`src/rtl/fetch_unit.sv`:
```
// fetch_unit: instruction-fetch stage feeding a small in-order fetch queue.
//
// Holds the fetch PC and drives it straight onto imem_addr. The combinational
// instruction memory returns imem_instr in the same cycle. Each accepted fetch
// stores {pc, instr} in a DEPTH-entry circular queue. Decode drains the queue
// through a valid/ready handshake. A redirect from execute flushes the queue
// and reloads the PC. The redirect has priority over both push and pop.
//
// Parameters:
//   RESET_PC  PC loaded on reset
//   DEPTH     queue entries (power of two, >= 2)
//
// Ports:
//   clk             sole clock, rising edge
//   rst_n           asynchronous active-low reset
//   imem_addr       fetch address (equals pc, no register)
//   imem_instr      instruction returned for imem_addr
//   out_valid       queue head holds a valid entry
//   out_ready       decode accepts the head this cycle
//   out_pc          PC of the head entry (0 when empty)
//   out_instr       instruction of the head entry (NOP when empty)
//   out_misaligned  head entry pc[1:0] != 0 (only with FETCH_ALIGN_CHECK_EN)
//   redirect_valid  taken branch/jump: flush and reload the PC
//   redirect_pc     new fetch PC
//
// Optional build macro: FETCH_ALIGN_CHECK_EN adds the out_misaligned output.
module fetch_unit #(
   parameter logic [63:0] RESET_PC = 64'h0,
   parameter int unsigned DEPTH    = 2
) (
   input  logic        clk,
   input  logic        rst_n,
   output logic [63:0] imem_addr,
   input  logic [31:0] imem_instr,
   output logic        out_valid,
   input  logic        out_ready,
   output logic [63:0] out_pc,
   output logic [31:0] out_instr,
`ifdef FETCH_ALIGN_CHECK_EN
   output logic        out_misaligned,
`endif
   input  logic        redirect_valid,
   input  logic [63:0] redirect_pc
);

   localparam int PW = (DEPTH > 1) ? $clog2(DEPTH) : 1;
   localparam int CW = PW + 1;
   localparam logic [31:0] NOP = 32'h0000_0013;

   logic [63:0]   pc;
   logic [PW-1:0] rd_ptr;
   logic [PW-1:0] wr_ptr;
   logic [CW-1:0] count;
   logic [63:0]   pc_q    [DEPTH];
   logic [31:0]   instr_q [DEPTH];
   logic          full;
   logic          push;
   logic          pop;

   assign imem_addr = pc;
   assign out_valid = (count != '0);
   assign full      = (count == CW'(DEPTH));
   assign pop       = out_valid & out_ready & ~redirect_valid;
   // A full queue still accepts a fetch when the head leaves in the same cycle.
   assign push      = ~redirect_valid & (~full | pop);

   assign out_pc    = out_valid ? pc_q[rd_ptr]    : 64'h0;
   assign out_instr = out_valid ? instr_q[rd_ptr] : NOP;

   always_ff @(posedge clk or negedge rst_n) begin
      if (!rst_n) begin
         pc     <= RESET_PC;
         rd_ptr <= '0;
         wr_ptr <= '0;
         count  <= '0;
      end else if (redirect_valid) begin
         pc     <= redirect_pc;
         rd_ptr <= '0;
         wr_ptr <= '0;
         count  <= '0;
      end else begin
         if (push) begin
            pc     <= pc + 64'd4;
            wr_ptr <= wr_ptr + PW'(1);
         end
         if (pop) begin
            rd_ptr <= rd_ptr + PW'(1);
         end
         if (push && !pop) begin
            count <= count + CW'(1);
         end else if (pop && !push) begin
            count <= count - CW'(1);
         end
      end
   end

   always_ff @(posedge clk or negedge rst_n) begin
      if (!rst_n) begin
         for (int i = 0; i < int'(DEPTH); i++) begin
            pc_q[i]    <= 64'h0;
            instr_q[i] <= NOP;
         end
      end else if (push) begin
         pc_q[wr_ptr]    <= pc;
         instr_q[wr_ptr] <= imem_instr;
      end
   end

`ifdef FETCH_ALIGN_CHECK_EN
   logic mis_q [DEPTH];

   assign out_misaligned = out_valid & mis_q[rd_ptr];

   always_ff @(posedge clk or negedge rst_n) begin
      if (!rst_n) begin
         for (int i = 0; i < int'(DEPTH); i++) begin
            mis_q[i] <= 1'b0;
         end
      end else if (push) begin
         mis_q[wr_ptr] <= (pc[1:0] != 2'b00);
      end
   end
`endif

endmodule

```
`config.mk`:
```
export PLATFORM = sky130hd
export DESIGN_NAME = fetch_unit
export DESIGN_NICKNAME = d
export VERILOG_FILES = /design/src/rtl/fetch_unit.sv
export SDC_FILE = /design/constraint.sdc
export NUM_CORES = 1
export LEC_CHECK = 0
export ABC_AREA = 1
export BUFFER_PORTS_ARGS = -buffer_cell sky130_fd_sc_hd__clkbuf_2
export CORE_MARGIN = 8
export CORE_UTILIZATION = 55
export DETAILED_ROUTE_END_ITERATION = 8
export PLACE_DENSITY = 0.88
export SETUP_SLACK_MARGIN = 0.4
export SYNTH_ARGS = -nofsm -noshare
export SYNTH_HDL_FRONTEND = slang
export SYNTH_SLANG_ARGS = --single-unit
```
`constraint.sdc`:
```
create_clock -name clk -period 4.4 [get_ports clk]
set_clock_uncertainty 0.1 [all_clocks]
set_input_delay 1.32 -clock clk [delete_from_list [all_inputs] [get_ports clk]]
set_output_delay 1.32 -clock clk [all_outputs]
set_load 0.1 [all_outputs]
```
==> impl_metrics.yaml, run 1 <==
final_layout:
  finish.instance_area_um2: 16200
  layout-drive-gt1-share: 0.164
  fin_cells: 2410
  final_cell_mix: "673 x nand2_1, 253 x dfrtp_1, 192 x clkbuf_2, 174 x inv_1, 172 x o21ai_1"
  mostFrequentLayoutCell: "nand2_1"
  utilization: 0.664
  fill_cells: 2056
  nets: 2166
  diodes: 0
  areaGrowthSynthToFinish_pct: 18.5
worst_setup_path:
  setup.worst_path.class: "reg -> out"
  startpoint_type: "register"
  endpoint_kind: "primary output"
  cp_slowest_stage_delay_ns: 0.66
  worstPathMaxFanout: 49
  cpMaxStageDelayCell: "dfrtp_4"
  cp_data_required_time_ns: 2.98
  critPathArrivalTime_ns: 2.38
  cp_cell_sequence: "clkinv_2, buf_16, nand2_1, a21oi_1, clkbuf_2"
  r2r_slack_ns: 1.26
synth:
  ys.flop_type: "dfrtp_1"
  avgSynthCellArea_um2: 7.34
  yosys_warnings: 0
  synth.ff_latch_count: 260
  syn_area_um2: 13600
  synth-seq-area-share: 0.478
  syn_nets: 1958
  synthCells: 1857
  synth_cell_types: 36
  ys_async_sr_fraction: 1.00
  synth-edff-count: 0
global_route:
  grt_pass1_vias: 13400
  met3_usage: 0.0634
  grt_pass1_wl_um: 72600
  use_met1: 0.396
  grtUsageTotal: 0.295
  grt_max_degree: 194
  overflow: 0
  antenna_found_initial: 0
  busiest_layer: "met2"
  gr-usage-met2: 0.462
place:
  numPortBuffers: 260
  dpl.cell_count: 2358
  place_congestion: 1.00
  dp_hpwl_um: 32500
  placed_area_um2: 15100
power_and_ir_drop:
  p_comb_frac: 0.365
  switching_share: 0.442
  pwr-share-clk: 0.261
  power_per_cell_area_nw_per_um2: 541
  ir_drop_uv: 293
  leakage_uw: 0.00800
  p_int_uw: 4880
  seqPwrFrac: 0.374
  p_switching_uw: 3860
route:
  drt_iter0_drc: 1653
  dr_total_vias: 13700
  drc_errors: 0
  viasPerCell: 5.70
  wire_per_inst_um: 19.3
  firstDrtPassIters: 6
  wirelength_um: 46400
  ant_nets: 0
timing:
  max_freq_mhz: 263
  layout_min_cycle_time_ns: 3.80
  maxSlewHeadroom: 0.185
  finalSetupTns_ns: 0
  rsz0062_at_grt: "no"
  setup_violations: 0
  drv_slew: 0
  worst_slew_pin_slew_ns: 1.22
  hold_viol_final: 0
  fin_crit_sh: 0.865
clock_tree:
  cts.sinks: 260
  cts_tree: "built"
  htree_levels: 1
  insertion_delay_ns: 0.54
  clkTransAtPathRegs_ns: 0.06
  cts_root_buf: "clkbuf_16"
  cts_buffers: 27
  cts_buffer_depth: 3
die:
  ios: 261
  die_x_um: 173
  core-area_um2: 24300
  die_area_um2: 30100
  start_util: 0.560
  die_h_um: 173
  row_count: 57
run:
  maxCapViolations: 0
min_path:
  hp-class: "reg -> reg"
status:
  status: "finished clean"
per-layer routing:
layer	wire [µm]	share of wire	vias to the layer above
met1	19000	0.41	6471
met2	21000	0.45	782
met4	1660	0.036	0
li1	-	-	6356
met3	4750	0.10	134
met5	0	0	-
cells in the mapped netlist, types with 2 or more instances:
cell | n | share of area
a21oi_1 | 99 | 0.036
a22oi_1 | 3 | 0.0017
a31oi_1 | 3 | 0.0014
buf_1 | 9 | 0.0025
buf_2 | 21 | 0.0077
buf_4 | 4 | 0.0022
buf_6 | 23 | 0.019
clkbuf_1 | 37 | 0.010
dfrtp_1 | 254 | 0.47
dfstp_2 | 6 | 0.012
inv_1 | 174 | 0.048
inv_2 | 4 | 0.0011
nand2_1 | 673 | 0.19
nand2_2 | 7 | 0.0032
nand3_1 | 90 | 0.033
nand4_1 | 14 | 0.0064
nor2_1 | 128 | 0.035
nor2_2 | 3 | 0.0014
nor2_4 | 6 | 0.0050
nor3_1 | 10 | 0.0037
o211ai_1 | 13 | 0.0072
o21ai_0 | 68 | 0.025
o21ai_1 | 172 | 0.063
o21bai_1 | 5 | 0.0028
o221ai_1 | 7 | 0.0045
o22ai_1 | 2 | 0.00092
xnor2_1 | 2 | 0.0013
xor2_1 | 12 | 0.0077
path summary, 6_finish.rpt:
kind	end	depth (start not counted)	start
hold reg to reg	instr_q[1]$_DFFE_PN1P_	2	instr_q[1]$_DFFE_PN1P_
min in group asynchronous	pc_q[77]$_DFFE_PN0P_	1	rst_n
setup / recovery	out_instr[23]	5	rd_ptr$_DFFE_PN0P_
setup reg to reg	pc_q[81]$_DFFE_PN0P_	9	count[1]$_DFFE_PN0P_
max in group asynchronous	pc_q[59]$_DFFE_PN0P_	2	rst_n
hold / removal	instr_q[1]$_DFFE_PN1P_	2	instr_q[1]$_DFFE_PN1P_
worst max-delay path: cells and delay by family (launching register included):
family                 cells  cell delay (ns)
AO/OA/AOI/OAI              1             0.17
buffers and inverters      3             0.92
flip-flops                 1             0.66
AND/OR/NAND/NOR            1             0.08
registers in the layout, summed over array words and instances (netlist names):
| signal | flops |
|---|---|
| pc_q | 128 |
| count | 2 |
| imem_addr | 64 |
| instr_q | 64 |
| wr_ptr | 1 |
| rd_ptr | 1 |
per-stage QoR:
stage	hold slack, ns	total power, µW	setup WS (ns)
after floorplan	0.350	5710	0.403
after global placement	0.364	6340	0.579
after detailed placement	0.367	6420	0.465
after CTS	0.377	8730	0.400
after global routing	0.400	9090	0.516
final	0.375	8730	0.595
cell families after synthesis:
logic type | Yosys count | synth area share
AND/OR/NAND/NOR | 934 | 0.276
AO/OA/AOI/OAI | 375 | 0.146
buffers and inverters | 273 | 0.0909
flip-flops | 260 | 0.478
XOR/XNOR | 14 | 0.00900
adder cells (fa/ha/maj) | 1 | 0.000918
cell type report:
class | instances | area [µm²] | share of cell area
Clock buffer | 44 | 779 | 0.0483
Clock inverter | 6 | 87.6 | 0.00542
Inverter | 179 | 673 | 0.0417
Multi-Input combinational cell | 1324 | 5910 | 0.366
Sequential cell | 260 | 6520 | 0.403
Tap cell | 324 | 405 | 0.0251
Timing Repair Buffer | 273 | 1780 | 0.110
power groups by stage:
stage | clock network (µW) | logic (µW) | registers (µW)
final | 2280 | 3190 | 3270
after floorplan | 0 | 2060 | 3650
after CTS | 2300 | 3170 | 3260
after global placement | 0 | 3070 | 3270
after global routing | 2400 | 3380 | 3320
after detailed placement | 0 | 3130 | 3290
what timing repair did:
item	CTS	global route
resized for setup	35	7
cloned	0	1
hold endpoints to repair	0	0
endpoints found under the setup margin	35	54
hold buffers	0	0
buffers inserted	0	1
(Power assumes the default switching activity.)
==> run 2, diff against run 1 <==
--- a/config.mk
+++ b/config.mk
@@ -10,6 +10,7 @@
 export CORE_MARGIN = 8
 export CORE_UTILIZATION = 55
 export DETAILED_ROUTE_END_ITERATION = 8
+export GPL_TIMING_DRIVEN = 0
 export PLACE_DENSITY = 0.88
 export SETUP_SLACK_MARGIN = 0.4
 export SYNTH_ARGS = -nofsm -noshare
==> impl_metrics.yaml, run 2 (synthesized netlist as in run 1, its figures left out) <==
worst_setup_path:
  r2r_slack_ns: 1.76
  setup.worst_path.class: "reg -> out"
  worstPathMaxFanout: 10
  critical_path.endpoint: "out_pc[19]"
  r2r_start: "imem_addr[2]$_DFFE_PN0P_"
  rr_endpoint: "imem_addr[22]$_DFFE_PN0P_"
  worstSetupStartpoint: "rd_ptr$_DFFE_PN0P_"
  startpoint_type: "register"
  cp_data_required_time_ns: 2.98
  critPathArrivalTime_ns: 2.53
  endpoint_kind: "primary output"
  reg2reg_depth: 10
clock_tree:
  cts_root_buf: "clkbuf_16"
  htree_levels: 1
  post_cts_buffers: 0
  cts.sinks: 260
  cts_tree: "built"
  insertion_delay_ns: 0.55
  cts_hold_buf: 0
  cts_buffer_depth: 3
  cts_buffers: 27
  clkTransAtPathRegs_ns: 0.06
final_layout:
  fin_cells: 2490
  mostFrequentLayoutCell: "nand2_1"
  nets: 2248
  final_cell_mix: "673 x nand2_1, 254 x dfrtp_1, 223 x clkbuf_2, 174 x inv_1, 172 x o21ai_1"
  areaGrowthSynthToFinish_pct: 20.8
  regMostFlops: "pc_q"
  largest_reg_flops: 128
  diodes: 0
  layout-drive-gt1-share: 0.187
place:
  dpl.cell_count: 2442
  numPortBuffers: 259
  place_congestion: 1.02
  dp_hpwl_um: 39800
timing:
  rsz0062_at_grt: "no"
  worst_slew_pin_slew_ns: 0.829
  maxSlewHeadroom: 0.447
  fin_crit_sh: 0.898
  drv_slew: 0
  setup_violations: 0
  hold_ws_ns: 0.371
  hold_viol_final: 0
  max_freq_mhz: 253
  layout_min_cycle_time_ns: 3.95
die:
  start_util: 0.560
  ios: 261
  die_area_um2: 30100
  die_h_um: 173
  core-area_um2: 24300
  die_x_um: 173
  row_count: 57
route:
  wire_per_inst_um: 21.2
  firstDrtPassIters: 5
  viasPerCell: 5.87
  ant_nets: 0
  wirelength_um: 52800
  dr_total_vias: 14600
  drc_errors: 0
  drt_iter0_drc: 2076
global_route:
  grt_pass1_wl_um: 81200
  overflow: 0
  antenna_found_initial: 0
  grtUsageTotal: 0.340
  grt_max_degree: 101
  grt_pass1_vias: 14200
power_and_ir_drop:
  power_uw: 8930
  power_per_cell_area_nw_per_um2: 542
  leakage_uw: 0.00823
  ir_drop_uv: 381
min_path:
  hp-class: "reg -> reg"
status:
  status: "finished clean"
run:
  maxCapViolations: 0
-- run 2: routing by layer --
metal / wire length (µm) / part of all wire / vias to the layer above / track usage
li1: - / - / 6492 / -
met3: 6030 / 0.11 / 149 / 0.0765
met1: 21000 / 0.40 / 6986 / 0.452
met5: 0 / 0 / - / 0
met2: 23800 / 0.45 / 977 / 0.537
met4: 2050 / 0.039 / 0 / 0.125
-- run 2: through the flow --
step / setup TNS [ns] / area, µm² / util / setup slack, ns
floorplan: 0 / 13600 / - / 0.403
global placement: -824.65 / 15300 / 0.630 / -3.25
detailed placement: 0 / 15400 / 0.633 / 0.516
CTS: 0 / 16400 / 0.676 / 0.390
global route: 0 / 16500 / 0.677 / 0.411
finish: 0 / 16500 / 0.677 / 0.449
-- run 2: cell type report --
class | instances | area, µm²
Buffer | 94 | 589
Fill cell | 2064 | 7860
Tap cell | 324 | 405
Multi-Input combinational cell | 1324 | 5880
Sequential cell | 260 | 6510
Clock buffer | 36 | 790
Inverter | 179 | 674
Timing Repair Buffer | 261 | 1470
Clock inverter | 12 | 145
-- run 2: critical path, stage by stage, from the launching register on --
cell	delay, ns
dfrtp_1	0.36
buf_2	0.23
inv_4	0.18
clkbuf_1	0.44
nand2_1	0.11
a21oi_1	0.20
buf_2	0.46
-- run 2: worst min-delay path by stage --
stage,from,to,cells past startpoint
6_report,instr_q[0]$_DFFE_PN1P_,instr_q[0]$_DFFE_PN1P_,2
5_1_grt,instr_q[0]$_DFFE_PN1P_,instr_q[0]$_DFFE_PN1P_,2
4_1_cts,instr_q[0]$_DFFE_PN1P_,instr_q[0]$_DFFE_PN1P_,2
3_5_place_dp,instr_q[1]$_DFFE_PN1P_,instr_q[1]$_DFFE_PN1P_,2
3_3_place_gp,instr_q[1]$_DFFE_PN1P_,instr_q[1]$_DFFE_PN1P_,2
2_1_floorplan,instr_q[0]$_DFFE_PN1P_,instr_q[0]$_DFFE_PN1P_,2
-- run 2: what timing repair did --
| item | in CTS | in global routing |
|---|---|---|
| pin swaps | 0 | 0 |
| endpoints found under the setup margin | 63 | 87 |
| gates resized for setup | 47 | 31 |
-- run 2: report_power, final --
part / switching (µW) / total (µW) / internal, µW
registers: 376 / 3260 / 2890
logic: 2610 / 3260 / 649
clock network: 979 / 2410 / 1430
